$ cat src/rtl/regfile_read_arbiter.sv
// Round-robin arbiter sharing one register-file read port among NUM_REQ
// requesters. Each requester owns a one-entry registered response slot.
module regfile_read_arbiter #(
  parameter int NUM_REQ  = 4,
  parameter bit ZERO_REG = 1'b1
) (
  input  logic                  clk,
  input  logic                  rst,
  input  logic [NUM_REQ-1:0]    req_valid,
  input  logic [NUM_REQ*5-1:0]  req_addr,
  output logic [NUM_REQ-1:0]    req_ready,
  output logic [4:0]            rf_sel,
  input  logic [31:0]           rf_rdata,
  output logic [NUM_REQ-1:0]    rsp_valid,
  output logic [NUM_REQ*32-1:0] rsp_data,
  input  logic [NUM_REQ-1:0]    rsp_ready,
  output logic                  busy
);

  localparam int PW = $clog2(NUM_REQ);

  logic [PW-1:0]                rr_ptr_q, rr_ptr_d;
  logic [NUM_REQ-1:0]           rsp_valid_q, rsp_valid_d;
  logic [NUM_REQ-1:0][31:0]     rsp_data_q, rsp_data_d;
  logic [NUM_REQ-1:0]           elig;
  logic                         gnt_found;
  logic [PW-1:0]                gnt_idx;
  logic [PW-1:0]                scan_idx;

  // A requester is eligible when its slot is empty or is being drained now
  always_comb begin
    elig = req_valid & (~rsp_valid_q | rsp_ready);
  end

  // Scan from rr_ptr upward with wraparound; first eligible requester wins
  always_comb begin
    gnt_found = 1'b0;
    gnt_idx   = '0;
    scan_idx  = '0;
    for (int unsigned k = 0; k < NUM_REQ; k++) begin
      scan_idx = PW'((32'(rr_ptr_q) + k) % NUM_REQ);
      if (!gnt_found && elig[scan_idx]) begin
        gnt_found = 1'b1;
        gnt_idx   = scan_idx;
      end
    end
  end

  // Grant outputs, forced idle while reset is asserted
  always_comb begin
    req_ready = '0;
    rf_sel    = '0;
    if (!rst && gnt_found) begin
      req_ready[gnt_idx] = 1'b1;
      rf_sel             = req_addr[5*gnt_idx +: 5];
    end
    busy = |req_ready;
  end

  // Slot drain, refill on grant (refill wins over drain), pointer advance
  always_comb begin
    rsp_valid_d = rsp_valid_q & ~rsp_ready;
    rsp_data_d  = rsp_data_q;
    rr_ptr_d    = rr_ptr_q;
    if (gnt_found) begin
      rsp_valid_d[gnt_idx] = 1'b1;
      rsp_data_d[gnt_idx]  = (ZERO_REG && rf_sel == 5'd0) ? 32'd0 : rf_rdata;
      rr_ptr_d             = (gnt_idx == PW'(NUM_REQ-1)) ? '0 : gnt_idx + 1'b1;
    end
  end

  // State registers with asynchronous reset
  always_ff @(posedge clk or posedge rst) begin
    if (rst) begin
      rr_ptr_q    <= '0;
      rsp_valid_q <= '0;
      rsp_data_q  <= '0;
    end else begin
      rr_ptr_q    <= rr_ptr_d;
      rsp_valid_q <= rsp_valid_d;
      rsp_data_q  <= rsp_data_d;
    end
  end

  assign rsp_valid = rsp_valid_q;
  assign rsp_data  = rsp_data_q;

endmodule

$ cat config.mk
export PLATFORM = sky130hd
export DESIGN_NAME = regfile_read_arbiter
export DESIGN_NICKNAME = d
export VERILOG_FILES = /design/src/rtl/regfile_read_arbiter.sv
export SDC_FILE = /design/constraint.sdc
export NUM_CORES = 1
export LEC_CHECK = 0
export ABC_AREA = 1
export CAP_MARGIN = 20
export CELL_PAD_IN_SITES_DETAIL_PLACEMENT = 2
export CELL_PAD_IN_SITES_GLOBAL_PLACEMENT = 2
export CORE_MARGIN = 2
export CORE_UTILIZATION = 28
export CTS_CLUSTER_DIAMETER = 100
export CTS_CLUSTER_SIZE = 24
export DETAILED_ROUTE_END_ITERATION = 10
export PLACE_DENSITY = 0.95
export SYNTH_ARGS = -nofsm -noshare
export SYNTH_HDL_FRONTEND = slang
export SYNTH_SLANG_ARGS = --single-unit
$ cat constraint.sdc
create_clock -name clk -period 6.9 [get_ports clk]
set_clock_uncertainty 0.05 [all_clocks]
set_input_delay 1.38 -clock clk [delete_from_list [all_inputs] [get_ports clk]]
set_output_delay 1.38 -clock clk [all_outputs]
set_load 0.02 [all_outputs]
==> run summary, run 1 <==
# Post-CTS Setup Buffers: 0
CP max FO: 20
mux cell area share after synthesis: 0
Final WS setup: 0.5425 ns
commonest non-fill, non-tap cell in the layout: nand2_1
startpoint class of the critical path: input pin
Cells on Worst Hold Path: 2
Setup Slack @ Placement: 0.5340 ns
Unique masters post-synth: 21
crit-path max cell delay: 0.63 ns
synthesized area: 5921 um^2
fmax: 157.3 MHz
R2R setup slack: 2.86 ns
# diodes: 0
die width: 149.4 um
post-cts sizing count: 0
critical path type: input pin to output port
overall routing resource usage: 0.2138
Starting Density: 0.2834
main combinational cell family by area after synthesis: simple AND/OR/NAND/NOR gates
via count: 5719
CTS Buf Count: 17
die area: 22320 um^2
post-synthesis simple-gate area fraction: 0.3495
CTS clk-pin slew, worst paths: 0.06 ns
Slowest cell on crit path: clkdlybuf4s50_1
clk buf depth: 2
Setup violations, final: 0
fraction of layout cells with a size suffix above 1: 0.06161
CP Capture Type: output port
unrepaired setup endpoints after global routing: false
Synth Area in Compound Gates: 0.008664
DR iter-0 viols: 160
final hold violations: 0
Synth Instances: 706
I/O pins: 204
Vias/cell: 4.830
CTS tree: done
depth of the most critical reg-to-reg path: 14
global-route wire length before repair: 36650 um
initial antenna violation count: 0
final wirelength: 23300 um
CP Cell Sequence: clkdlybuf4s50_1, inv_1, nand2_1, nand3_1, nand2_1, o21ai_2, nand4_4, nand2_1, nand2_2, inv_1, ha_1, nand2_2, a41oi_1, clkdlybuf4s50_1
DR DRC count: 0
max-cap violations: 0
Final Net Count: 962
Slew Limit Fails: 0
most used cell along the critical path: nand2_1
Data required, critical path: 5.47 ns
Synth Warn #: 0
post-synthesis register bit count: 134
row cnt: 53
setup TNS: 0 ns
RD Place Congestion: 0.8504
IO buf count: 203
largest net degree at the start of global routing: 91
post-synthesis adder-cell area fraction: 0.008453
Post-Synth XOR/XNOR Area: 0
worst-skew pair later-pin latency: 0.41 ns
post-cts hold buffer count: 0
syn_nets: 772
drt pass-1 iters: 4
Num Clock Sinks: 134
syn_area_per_cell: 8.386 um^2
fin crit share: 0.9214
worst-margin pin slew: 0.8579 ns
Final ANT Viol Nets: 0
CP arrival: 4.93 ns
post-synthesis sequential area ratio: 0.5664
status: completed
commonest cells after routing, fill and taps aside: nand2_1, clkdlybuf4s50_1, nand3_1
Slew headroom: 0.4281
post-DP HPWL: 15780 um
vias in the first global route: 6382
minimum clock period: 6.357 ns
die height: 149.4 um
Core Box Area: 20890 um^2
Hold WC Path Type: flop to flop
Syn-to-layout area delta: 48.39%
drt wl/cell: 19.68 um
grt ovf: 0
Root Driver: clkbuf_16
H-tree levels: 4
area by class of cell:
type                       instances  area [um^2]
fill                            2317        12100
sequential                       134         3353
multi-input combinational        497         2188
timing repair buffer             213         2120
clock buffer                      18        429.2
tap                              275        344.1
clock inverter                    14        222.7
inverter                          33        128.9
logic make-up after synthesis:
logic type,after synthesis
compound gates,8
fa+ha+maj,4
buf+inv,75
flops,134
simple gates,485
final timing paths:
kind	from	to
min	rsp_data[66]	rsp_data[66]
max reg2reg	rr_ptr_q[0]	rsp_data[108]
min reg2reg	rsp_data[66]	rsp_data[66]
max	rsp_ready[2]	busy
min in group asynchronous	rst	rr_ptr_q[0]
max in group asynchronous	rst	rsp_data[36]
Yosys cell counts:
master | instances | area (um^2)
nand2_1 | 304 | 1141
a21oi_2 | 1 | 8.760
buf_6 | 14 | 157.7
inv_2 | 3 | 11.26
nand3b_1 | 5 | 37.54
inv_1 | 30 | 112.6
buf_2 | 2 | 10.01
nand4_4 | 1 | 21.27
clkbuf_1 | 12 | 45.04
dfrtp_1 | 134 | 3353
nand4_1 | 1 | 6.260
o21ai_2 | 1 | 8.760
nor2_1 | 9 | 33.78
a21oi_1 | 4 | 20.02
ha_1 | 4 | 50.05
buf_1 | 12 | 45.04
a41oi_1 | 1 | 8.760
buf_4 | 2 | 15.01
nand2_2 | 3 | 18.77
o21ai_0 | 1 | 5.000
nand3_1 | 162 | 810.8
sequential cells by signal, indices dropped and copies added, names as in the netlist:
name,cells
rr_ptr_q,2
rsp_data,128
rsp_valid,4
per-stage QoR:
stage          utilization  instances  area (um^2)  hold WS [ns]
2_1_floorplan            -        706         5921        0.5414
3_3_place_gp        0.3894       1152         8134        0.4118
3_5_place_dp        0.3894       1152         8134        0.4197
4_1_cts             0.4206       1184         8786        0.4357
5_1_grt             0.4206       1184         8786        0.4564
6_report            0.4206       1184         8786        0.4294
metal layers:
metal,global-route usage,up-vias,part of all wire
li1,-,2633,-
met4,0.05476,0,0.016
met1,0.2569,2910,0.42
met2,0.3821,146,0.51
met5,0,-,0
met3,0.05305,30,0.053
critical path: cells and delay by family:
family,cells,cell delay [ns]
AOI/OAI and AO/OA,2,0.60
buffers and inverters,4,1.25
and+or+nand+nor,7,1.52
adders and majority gates,1,0.17
Power of run 1 is not shown: default switching activity piles up to over one toggle a cycle in this logic, so the estimate is an artifact.
==> run 2: changes to the inputs <==
--- a/config.mk
+++ b/config.mk
@@ -14,6 +14,7 @@
 export CTS_CLUSTER_DIAMETER = 100
 export CTS_CLUSTER_SIZE = 24
 export DETAILED_ROUTE_END_ITERATION = 10
+export MAX_ROUTING_LAYER = met4
 export PLACE_DENSITY = 0.95
 export SYNTH_ARGS = -nofsm -noshare
 export SYNTH_HDL_FRONTEND = slang
==> run summary, run 2 (synthesized netlist as in run 1, its figures left out) <==
DR iter-0 viols: 191
CP Cell Sequence: clkdlybuf4s50_1, inv_1, nand2_1, nand3_1, nand2_1, o21ai_2, nand4_4, nand2_1, nand2_2, inv_1, ha_1, nand2_2, a41oi_1, clkdlybuf4s50_1
Slew Limit Fails: 0
Vias/cell: 4.841
die width: 149.4 um
CP Buf/Inv Count: 4
CTS Buf Count: 17
vias in the first global route: 6382
die area: 22320 um^2
delay-heaviest family, CP: simple AND/OR/NAND/NOR gates
post-DP HPWL: 15780 um
worst-margin pin slew: 0.8687 ns
unrepaired setup endpoints after global routing: false
drt wl/cell: 19.76 um
grt ovf: 0
Final Net Count: 962
DR DRC count: 0
Slew headroom: 0.4209
Data required, critical path: 5.47 ns
commonest non-fill, non-tap cell in the layout: nand2_1
row cnt: 53
H-tree levels: 4
CTS clk-pin slew, worst paths: 0.06 ns
I/O pins: 204
initial antenna violation count: 0
max-cap violations: 0
most utilized layer in the global route result: met2
worst-skew pair later-pin latency: 0.41 ns
# diodes: 0
most used cell along the critical path: nand2_1
Worst Setup SP: rsp_ready[2]
R2R Path Start: rr_ptr_q[0]
fin crit share: 0.9267
startpoint class of the critical path: input pin
die height: 149.4 um
Hold WC Path Type: flop to flop
global-route wire length before repair: 36680 um
fmax: 156.4 MHz
CP arrival: 4.96 ns
hold wc startpoint: rsp_data[66]
RD Place Congestion: 0.8639
setup TNS: 0 ns
GR met3 Demand/Resource: 0.04726
overall routing resource usage: 0.2206
met2 GRT Util: 0.3805
drt pass-1 iters: 4
Slowest cell on crit path: clkdlybuf4s50_1
Num Clock Sinks: 134
Final ANT Viol Nets: 0
final wirelength: 23400 um
critical path type: input pin to output port
post-cts sizing count: 0
post-cts hold buffer count: 0
Syn-to-layout area delta: 48.39%
fraction of layout cells with a size suffix above 1: 0.06161
fill count: 2317
Starting Density: 0.2834
CP max FO: 20
minimum clock period: 6.394 ns
status: completed
Root Driver: clkbuf_16
non-filler instance count after layout: 1184
largest net degree at the start of global routing: 91
placed instance count: 1152
Setup violations, final: 0
final hold violations: 0
IO buf count: 203
via count: 5732
Core Box Area: 20890 um^2
commonest cells after routing, fill and taps aside: nand2_1, clkdlybuf4s50_1, nand3_1
max reg flops: 128
clk buf depth: 2
CTS tree: done
crit-path max cell delay: 0.64 ns
# Post-CTS Setup Buffers: 0
CP Capture Type: output port
met1 Use GR: 0.2619
-- run 2: area by class of cell --
type | count | area (um^2) | area share
Timing Repair Buffer | 213 | 2120 | 0.2412
Inverter | 33 | 128.9 | 0.01467
Clock buffer | 18 | 429.2 | 0.04885
Tap cell | 275 | 344.1 | 0.03916
Sequential cell | 134 | 3353 | 0.3817
Multi-Input combinational cell | 497 | 2188 | 0.2491
Clock inverter | 14 | 222.7 | 0.02535
-- run 2: worst register-to-register path, cell delays in order (launching register included) --
cell,delay (ns)
dfrtp_1,0.51
inv_2,0.13
nand3_1,0.13
nand2_1,0.11
o21ai_2,0.25
nand4_4,0.22
nand2_1,0.39
nand2_2,0.29
ha_1,0.31
nand2_2,0.11
buf_4,0.44
inv_1,0.47
buf_4,0.37
nand3_1,0.12
nand2_1,0.08
-- run 2: path summary, 6_finish.rpt --
check	slack (ns)	to	cells after the start
min	0.43	rsp_data[66]	2
max in group asynchronous	3.96	rsp_data[80]	3
min in group asynchronous	1.70	rr_ptr_q[0]	2
min reg2reg	0.43	rsp_data[66]	2
max reg2reg	2.82	rsp_data[108]	14
max	0.51	busy	14
-- run 2: stage by stage --
stage                     hold WS (ns)  worst slack (ns)  utilization  instance area [um^2]
final                           0.4297            0.5056       0.4206                  8786
after global routing            0.4564            0.2350       0.4206                  8786
after CTS                       0.4357            0.5094       0.4206                  8786
after detailed placement        0.4197            0.5340       0.3894                  8134
after global placement          0.4118            0.7928       0.3894                  8134
after floorplan                 0.5414             1.887            -                  5921
-- run 2: routing by layer --
layer,part of all wire,up-vias
li1,-,2635
met4,0.015,0
met1,0.42,2920
met2,0.51,150
met5,0,-
met3,0.052,27
Power of run 2 is left out for the same reason.
